**src/rtl/sar_search8_pkg.sv**
```systemverilog
// sar_search8_pkg: compare codes and state encoding shared by the SAR search controller,
// the magnitude comparator and their benches.
package sar_search8_pkg;
    localparam logic [2:0] CMP_GT = 3'b100;
    localparam logic [2:0] CMP_EQ = 3'b010;
    localparam logic [2:0] CMP_LT = 3'b001;
    typedef enum logic {IDLE, PROBE} state_t;
endpackage

```
**src/rtl/sar_search8.sv**
```systemverilog
// sar_search8: MSB-first successive-approximation search driving an external comparator's probe.
// Define SAR_SEARCH8_EARLY_EXIT_EN to finish as soon as the comparator reports equality.
module sar_search8
    import sar_search8_pkg::*;
#(
    parameter int WIDTH      = 8,
    parameter int SAMPLE_DLY = 1
) (
    input  logic             iClk,
    input  logic             iRst,
    input  logic             iStart,
    input  logic [2:0]       iCmp,
    output logic [WIDTH-1:0] oProbe,
    output logic             oBusy,
    output logic             oDone,
    output logic [WIDTH-1:0] oResult,
    output logic             oErr
);
    localparam int IW = (WIDTH > 1) ? $clog2(WIDTH) : 1;
    state_t           state_q;
    logic [WIDTH-1:0] probe_q, result_q, bit_d, val_d;
    logic [IW-1:0]    idx_q;
    logic [3:0]       hold_q;
    logic             busy_q, done_q, err_q, sample_d, illegal_d, last_d;
    always_comb begin
        bit_d     = WIDTH'(1) << idx_q;
        sample_d  = (state_q == PROBE) && (hold_q == 4'(SAMPLE_DLY - 1));
        illegal_d = !(iCmp == CMP_GT || iCmp == CMP_EQ || iCmp == CMP_LT);
        val_d     = (iCmp == CMP_GT) ? (probe_q & ~bit_d) : probe_q;
`ifdef SAR_SEARCH8_EARLY_EXIT_EN
        last_d    = (idx_q == '0) || (iCmp == CMP_EQ);
`else
        last_d    = (idx_q == '0);
`endif
    end
    always_ff @(posedge iClk) begin
        if (iRst) begin
            state_q  <= IDLE;
            probe_q  <= '0;
            result_q <= '0;
            idx_q    <= '0;
            hold_q   <= '0;
            busy_q   <= 1'b0;
            done_q   <= 1'b0;
            err_q    <= 1'b0;
        end else begin
            done_q <= 1'b0;
            if (state_q == IDLE) begin
                // the oDone cycle still belongs to the finishing search, so a start there is dropped
                if (iStart && !done_q) begin
                    state_q  <= PROBE;
                    busy_q   <= 1'b1;
                    probe_q  <= {1'b1, {(WIDTH-1){1'b0}}};
                    idx_q    <= IW'(WIDTH - 1);
                    hold_q   <= '0;
                    result_q <= '0;
                    err_q    <= 1'b0;
                end
            end else if (!sample_d) begin
                hold_q <= hold_q + 4'd1;
            end else if (illegal_d || last_d) begin
                result_q <= illegal_d ? '0 : val_d;
                err_q    <= illegal_d;
                done_q   <= 1'b1;
                busy_q   <= 1'b0;
                probe_q  <= '0;
                idx_q    <= '0;
                hold_q   <= '0;
                state_q  <= IDLE;
            end else begin
                probe_q <= val_d | (bit_d >> 1);
                idx_q   <= idx_q - 1'b1;
                hold_q  <= '0;
            end
        end
    end
    assign oProbe  = probe_q;
    assign oBusy   = busy_q;
    assign oDone   = done_q;
    assign oResult = result_q;
    assign oErr    = err_q;
endmodule
```
**config.mk**
```make
export PLATFORM = sky130hd
export DESIGN_NAME = sar_search8
export DESIGN_NICKNAME = d
export VERILOG_FILES = /design/src/rtl/sar_search8_pkg.sv /design/src/rtl/sar_search8.sv
export SDC_FILE = /design/constraint.sdc
export NUM_CORES = 1
export LEC_CHECK = 0
export BUFFER_PORTS_ARGS = -buffer_cell sky130_fd_sc_hd__buf_4
export CORE_MARGIN = 2
export CORE_UTILIZATION = 40
export CTS_CLUSTER_DIAMETER = 40
export DETAILED_ROUTE_END_ITERATION = 12
export GPL_TIMING_DRIVEN = 0
export PLACE_DENSITY_LB_ADDON = 0.05
export SYNTH_ARGS = -nofsm -noshare
export SYNTH_HDL_FRONTEND = slang
export SYNTH_SLANG_ARGS = --single-unit
```
**constraint.sdc**
```tcl
create_clock -name iClk -period 1.56 [get_ports iClk]
set_input_delay 0 -clock iClk [delete_from_list [all_inputs] [get_ports iClk]]
set_output_delay 0 -clock iClk [all_outputs]
set_load 0.01 [all_outputs]
```
* Word-level counts from Yosys, hierarchy flattened
Index checks and enable logic that the tools add are counted.
Storage, ports and cells: register bits after elaboration 27, output and inout bits 19, word-level logic and storage cells 64
Cells by class: reductions and logical operators 13, shifts and indexed selects 1, equality and inequality tests 5, muxes and demuxes 30, add/subtract/negate cells 2, bitwise operators 5
Operators by type and width (count):
- $mux 8 | 10
- $mux 1 | 13
- $mux 3 | 4
- $mux 4 | 3
- $and 8x8->8 | 1
- $not 8->8 | 1
- $or 8x7->8 | 1
- $shl 1x3->8 const A | 1
- $add 4x1->4 const B | 1
- $logic_not 4->1 | 1
- $ne 2x1->1 const B | 2
- $eq 3x1->1 const B | 1
- $eq 3x2->1 const B | 1
- $eq 3x3->1 const B | 1
- $logic_not 3->1 | 1
- $logic_or 1x1->1 | 3
- $reduce_and 3->1 | 1
- $reduce_or 3->1 | 1
- $sub 3x1->3 const B | 1
- $logic_and 1x1->1 | 2
- $logic_not 1->1 | 2
- $not 1->1 | 2
- $reduce_and 2->1 | 1
- $reduce_bool 2->1 | 1

* Logic depth before layout (Yosys ltp)
depth in word-level cells 8, gate-level depth with buffers 7, mapped depth without buffers 6

* Worst setup path after synthesis
OpenSTA, ideal clock, no wires.
path type reg-to-reg, start register hold_q[0], end register probe_q[0], in the netlist oProbe[0], arrival time 1358 ps, path slack 131 ps, stages on the path, launching flop included 7, clock period less this slack 1429 ps, cells stage by stage dfxtp_1 > inv_1 > ha_1 > and3_1 > buf_2 > nor3_2 > o2bb2ai_1
On the way: word-level cells in the longest chain between the ends 4
Ends and longest elaborated chain:
- start: declaration | line sar_search8.sv:23 | logic [3:0] hold_q;
- start signal: assignment | line sar_search8.sv:60 | hold_q <= hold_q + 4'd1;
- $logic_not 4->1 | line sar_search8.sv:27 | sample_d = (state_q == PROBE) && (hold_q == 4'(SAMPLE_DLY - 1));
- $logic_and 1x1->1 | line sar_search8.sv:27
- $ne 2x1->1 (no source line)
- $reduce_and 2->1 (no source line)
- end signal: assignment | line sar_search8.sv:53 | probe_q <= {1'b1, {(WIDTH-1){1'b0}}};
- end signal: assignment | line sar_search8.sv:71 | probe_q <= val_d | (bit_d >> 1);
- end: declaration | line sar_search8.sv:21 | logic [WIDTH-1:0] probe_q, result_q, bit_d, val_d;
Every way passes these cells. A chain may end at the register's enable or synchronous reset.

* Worst setup path after layout
start register idx_q[0], end register result_q[5], in the netlist oResult[5]
On the way: word-level cells in the longest chain between the ends 8
Ends and longest elaborated chain:
- start: declaration | line sar_search8.sv:22 | logic [IW-1:0] idx_q;
- start signal: assignment | line sar_search8.sv:54 | idx_q <= IW'(WIDTH - 1);
- start signal: assignment | line sar_search8.sv:72 | idx_q <= idx_q - 1'b1;
- $shl 1x3->8 | line sar_search8.sv:26 | bit_d = WIDTH'(1) << idx_q;
- $not 8->8 | line sar_search8.sv:29 | val_d = (iCmp == CMP_GT) ? (probe_q & ~bit_d) : probe_q;
- $and 8x8->8 | line sar_search8.sv:29
- $mux 8 | line sar_search8.sv:29
- $mux 8 | line sar_search8.sv:62 | result_q <= illegal_d ? '0 : val_d;
- $mux 8 | line sar_search8.sv:61 | end else if (illegal_d || last_d) begin
- $mux 8 | line sar_search8.sv:59 | end else if (!sample_d) begin
- $mux 8 | line sar_search8.sv:48 | if (state_q == IDLE) begin
- end signal: assignment | line sar_search8.sv:62
- end: declaration | line sar_search8.sv:21
Parallel ways exist; a longest one is shown, timed or not. The select of a mux whose other input is x is not followed.

==> reports/qor.csv <==
metric;value;unit
outcome;completed;
detailed-route wire length;3.14;mm
final net count;194;
cell taking the most area after synthesis;dfxtp_1;
share of post-route cells with drive strength above 1;33.3;%
Fin Setup TNS;0;ns
power per cell area;812;nW/µm²
HPWL after DPL;2.30;mm
worst setup margin;0.0909;ns
crit path capture type;flop;
met3 GRT Util;2.70;%
Reg2Reg Depth;7;
Worst-Skew Late Latency;0.33;ns
max_cap viols;0;
Post-Syn Nets;162;
most common cell after layout, fill and taps aside;buf_4;
area grow syn2layout;26.3;%
yosys warns;0;
drt pass-1 iters;4;
routed len/inst;13.9;µm
family with the most delay on the worst path;compound AO/OA/AOI/OAI gates;
Hold Crit Class;in -> reg;
Final Max Slew Viols;0;
f_max;681;MHz
worst path bufs/invs;2;
Area contributors post-synth;dfxtp_1 39%, o31ai_2 7.3%, ha_1 6.4%;
placer congestion estimate;0.759;
Reg-to-Reg Start;idx_q[0];
CP max FO;9;
CTS H-Tree Depth;1;
WP data arrival;1.73;ns
Power Total;0.00141;W
total track usage;16.9;%
Clock Tree Buf Depth;2;
routed vias/inst;5.33;
Worst Tran Pin Value;0.526;ns
Clock power frac;22.4;%
most frequent cells in the layout;27 x buf_4, 24 x dfxtp_1, 18 x nand2_1;
chip width;62.6;µm
Starting Density;41.5;%
crit path kind;reg -> reg;
Mapped Area;1370;µm²
Peak VDD IR;0.374;mV
pre-CTS setup slack;-0.148;ns
Final setup violation count;0;
Min-Delay Endpoint;oErr;
initial antenna violation count;0;
vias;1204;
Ports;25;
CTS tree;built;
switching pwr;0.000445;W
critical-path cell list;inv_2 > ha_4 > nand2b_1 > o211a_4 > nand2b_4 > buf_6 > o31ai_2;
largest net degree at the start of global routing;17;
Num CTS Buffers;3;
Die ar.;3920;µm²
sequential power share;52.3;%
Leak;0.647;nW
RSZ-0062 raised after global routing;no;
distinct cell type count of the synthesized netlist;35;
switching fraction of total power;31.6;%
grt total ovfl;0;
Post-synth EDFFs;0;
worst clock skew;0.00359;ns
clock-pin slew on the worst setup and hold paths;0.15;ns
Combinational Power Share;25.3;%
Clock Tree Root;clkbuf_4;
DR iter-0 viols;77;
met1 GRT Util;21.1;%
slowest stage delay, CP;0.37;ns
Seq/Total Area, Yosys;39.4;%
worst setup path start;idx_q[0];
Routed Antenna Nets;0;
fin crit period;1.47;ns
endpoints failing hold;0;
Placed Cells;219;
DIE HEIGHT;62.6;µm
startpoint types;flop;
ys flop type;dfxtp_1;
Ant. Diodes;0;
ys async rst share;0;%
first-pass GRT wire length;5.34;mm
CTS sink count;27;
worst path required time;1.82;ns
vias in the first global route;1169;
RR Endpoint;oResult[5];
Slowest-stage cell, CP;dfxtp_2;
slew margin rel.;64.8;%
hold path cells;4;
HP Start;iCmp[2];
Synth Register Bits;27;
num rows;21;
Final Cycle Share;94.2;%
port buffer count;24;
Cell Int Power;0.000963;W
met2 usage;29.6;%
core area;3310;µm²
Cells after Synth;149;
post-route core utilization;52.3;%
Post-Syn Area per Cell;9.21;µm²
register-to-register setup slack;0.09;ns
GRT Max-Usage Layer;met2;
Synth top area share;39.4;%
Remaining DRCs;0;
Final Instance Count excl. Fillers;226;
[metrics by stage]
stage / area, µm² / hold slack, ns
final: 1730 / 0.0501
after global routing: 1730 / 0.0558
after CTS: 1690 / 0.0378
after detailed placement: 1610 / 0.237
after global placement: 1610 / 0.235
after floorplan: 1370 / 0.0721
[cell usage after synthesis, types with 2 or more instances]
library cell / n
clkbuf_1: 2
nand2_1: 18
buf_2: 4
nand3_1: 4
nor2_1: 6
o211ai_1: 8
ha_1: 7
a211oi_1: 3
a21oi_1: 10
inv_1: 8
nor3_1: 3
a22oi_1: 4
o21ai_0: 5
o2bb2ai_1: 7
o31ai_2: 8
nand2b_1: 2
dfxtp_1: 27
nand3b_1: 2
nor2b_1: 5
[per-layer routing]
metal | wire length (µm) | share of wire, % | up-vias
met1 | 1460 | 47 | 564
met5 | 0 | 0 | -
met3 | 119 | 3.8 | 2
li1 | - | - | 605
met4 | 22 | 0.70 | 0
met2 | 1540 | 49 | 33
[timing repair]
action | CTS | global route
hold buffers | 1 | 0
endpoints found under the hold margin | 2 | 0
pin swaps | 1 | 0
setup buffers | 1 | 1
setup endpoints to repair | 19 | 18
gates resized for setup | 7 | 13
[state kept, by name, indices dropped and copies added (netlist names)]
signal and cells:
state_q 1, hold_q 4, oResult 8, oBusy 1, idx_q 3, oErr 1, oDone 1, oProbe 8
[cell families after synthesis]
logic type               synth area share, %
AO/OA/AOI/OAI                           28.8
XOR/XNOR                               0.638
adder cells (fa/ha/maj)                 6.38
buffers and inverters                   5.56
flip-flops                              39.4
multiplexers                           0.729
AND/OR/NAND/NOR                         18.5
[cell type report]
| class | instances | area, µm² |
|---|---|---|
| fill | 331 | 1580 |
| multi-input combinational | 106 | 810 |
| sequential | 27 | 544 |
| timing repair buffer | 27 | 209 |
| tap | 46 | 57.6 |
| buffer | 8 | 52.6 |
| inverter | 8 | 30.0 |
| clock buffer | 3 | 22.5 |
| clock inverter | 1 | 7.51 |
[power by group through the flow]
stage | Clock, W | Combinational [W] | Sequential (W)
detailed placement | 0 | 0.000310 | 0.000748
global placement | 0 | 0.000301 | 0.000746
finish | 0.000315 | 0.000356 | 0.000736
CTS | 0.000340 | 0.000335 | 0.000735
floorplan | 0 | 0.000213 | 0.000750
global route | 0.000358 | 0.000394 | 0.000741
[how the worst max path moves through the flow]
| stage | slack [ns] | depth (start not counted) | to |
|---|---|---|---|
| detailed placement | -0.15 | 6 | oProbe[6] |
| global placement | -0.07 | 6 | oProbe[0] |
| global route | 0.01 | 7 | oResult[4] |
| finish | 0.09 | 7 | oResult[5] |
| floorplan | 0.13 | 6 | oProbe[0] |
| CTS | 0.002 | 7 | oResult[5] |
[tightest hold or removal path, stage by stage]
cell,delay (ns)
buf_4,0.11
o21ai_1,0.10
nand2_1,0.08
o22ai_1,0.07
Note: power is estimated with default switching activity, not from simulation.
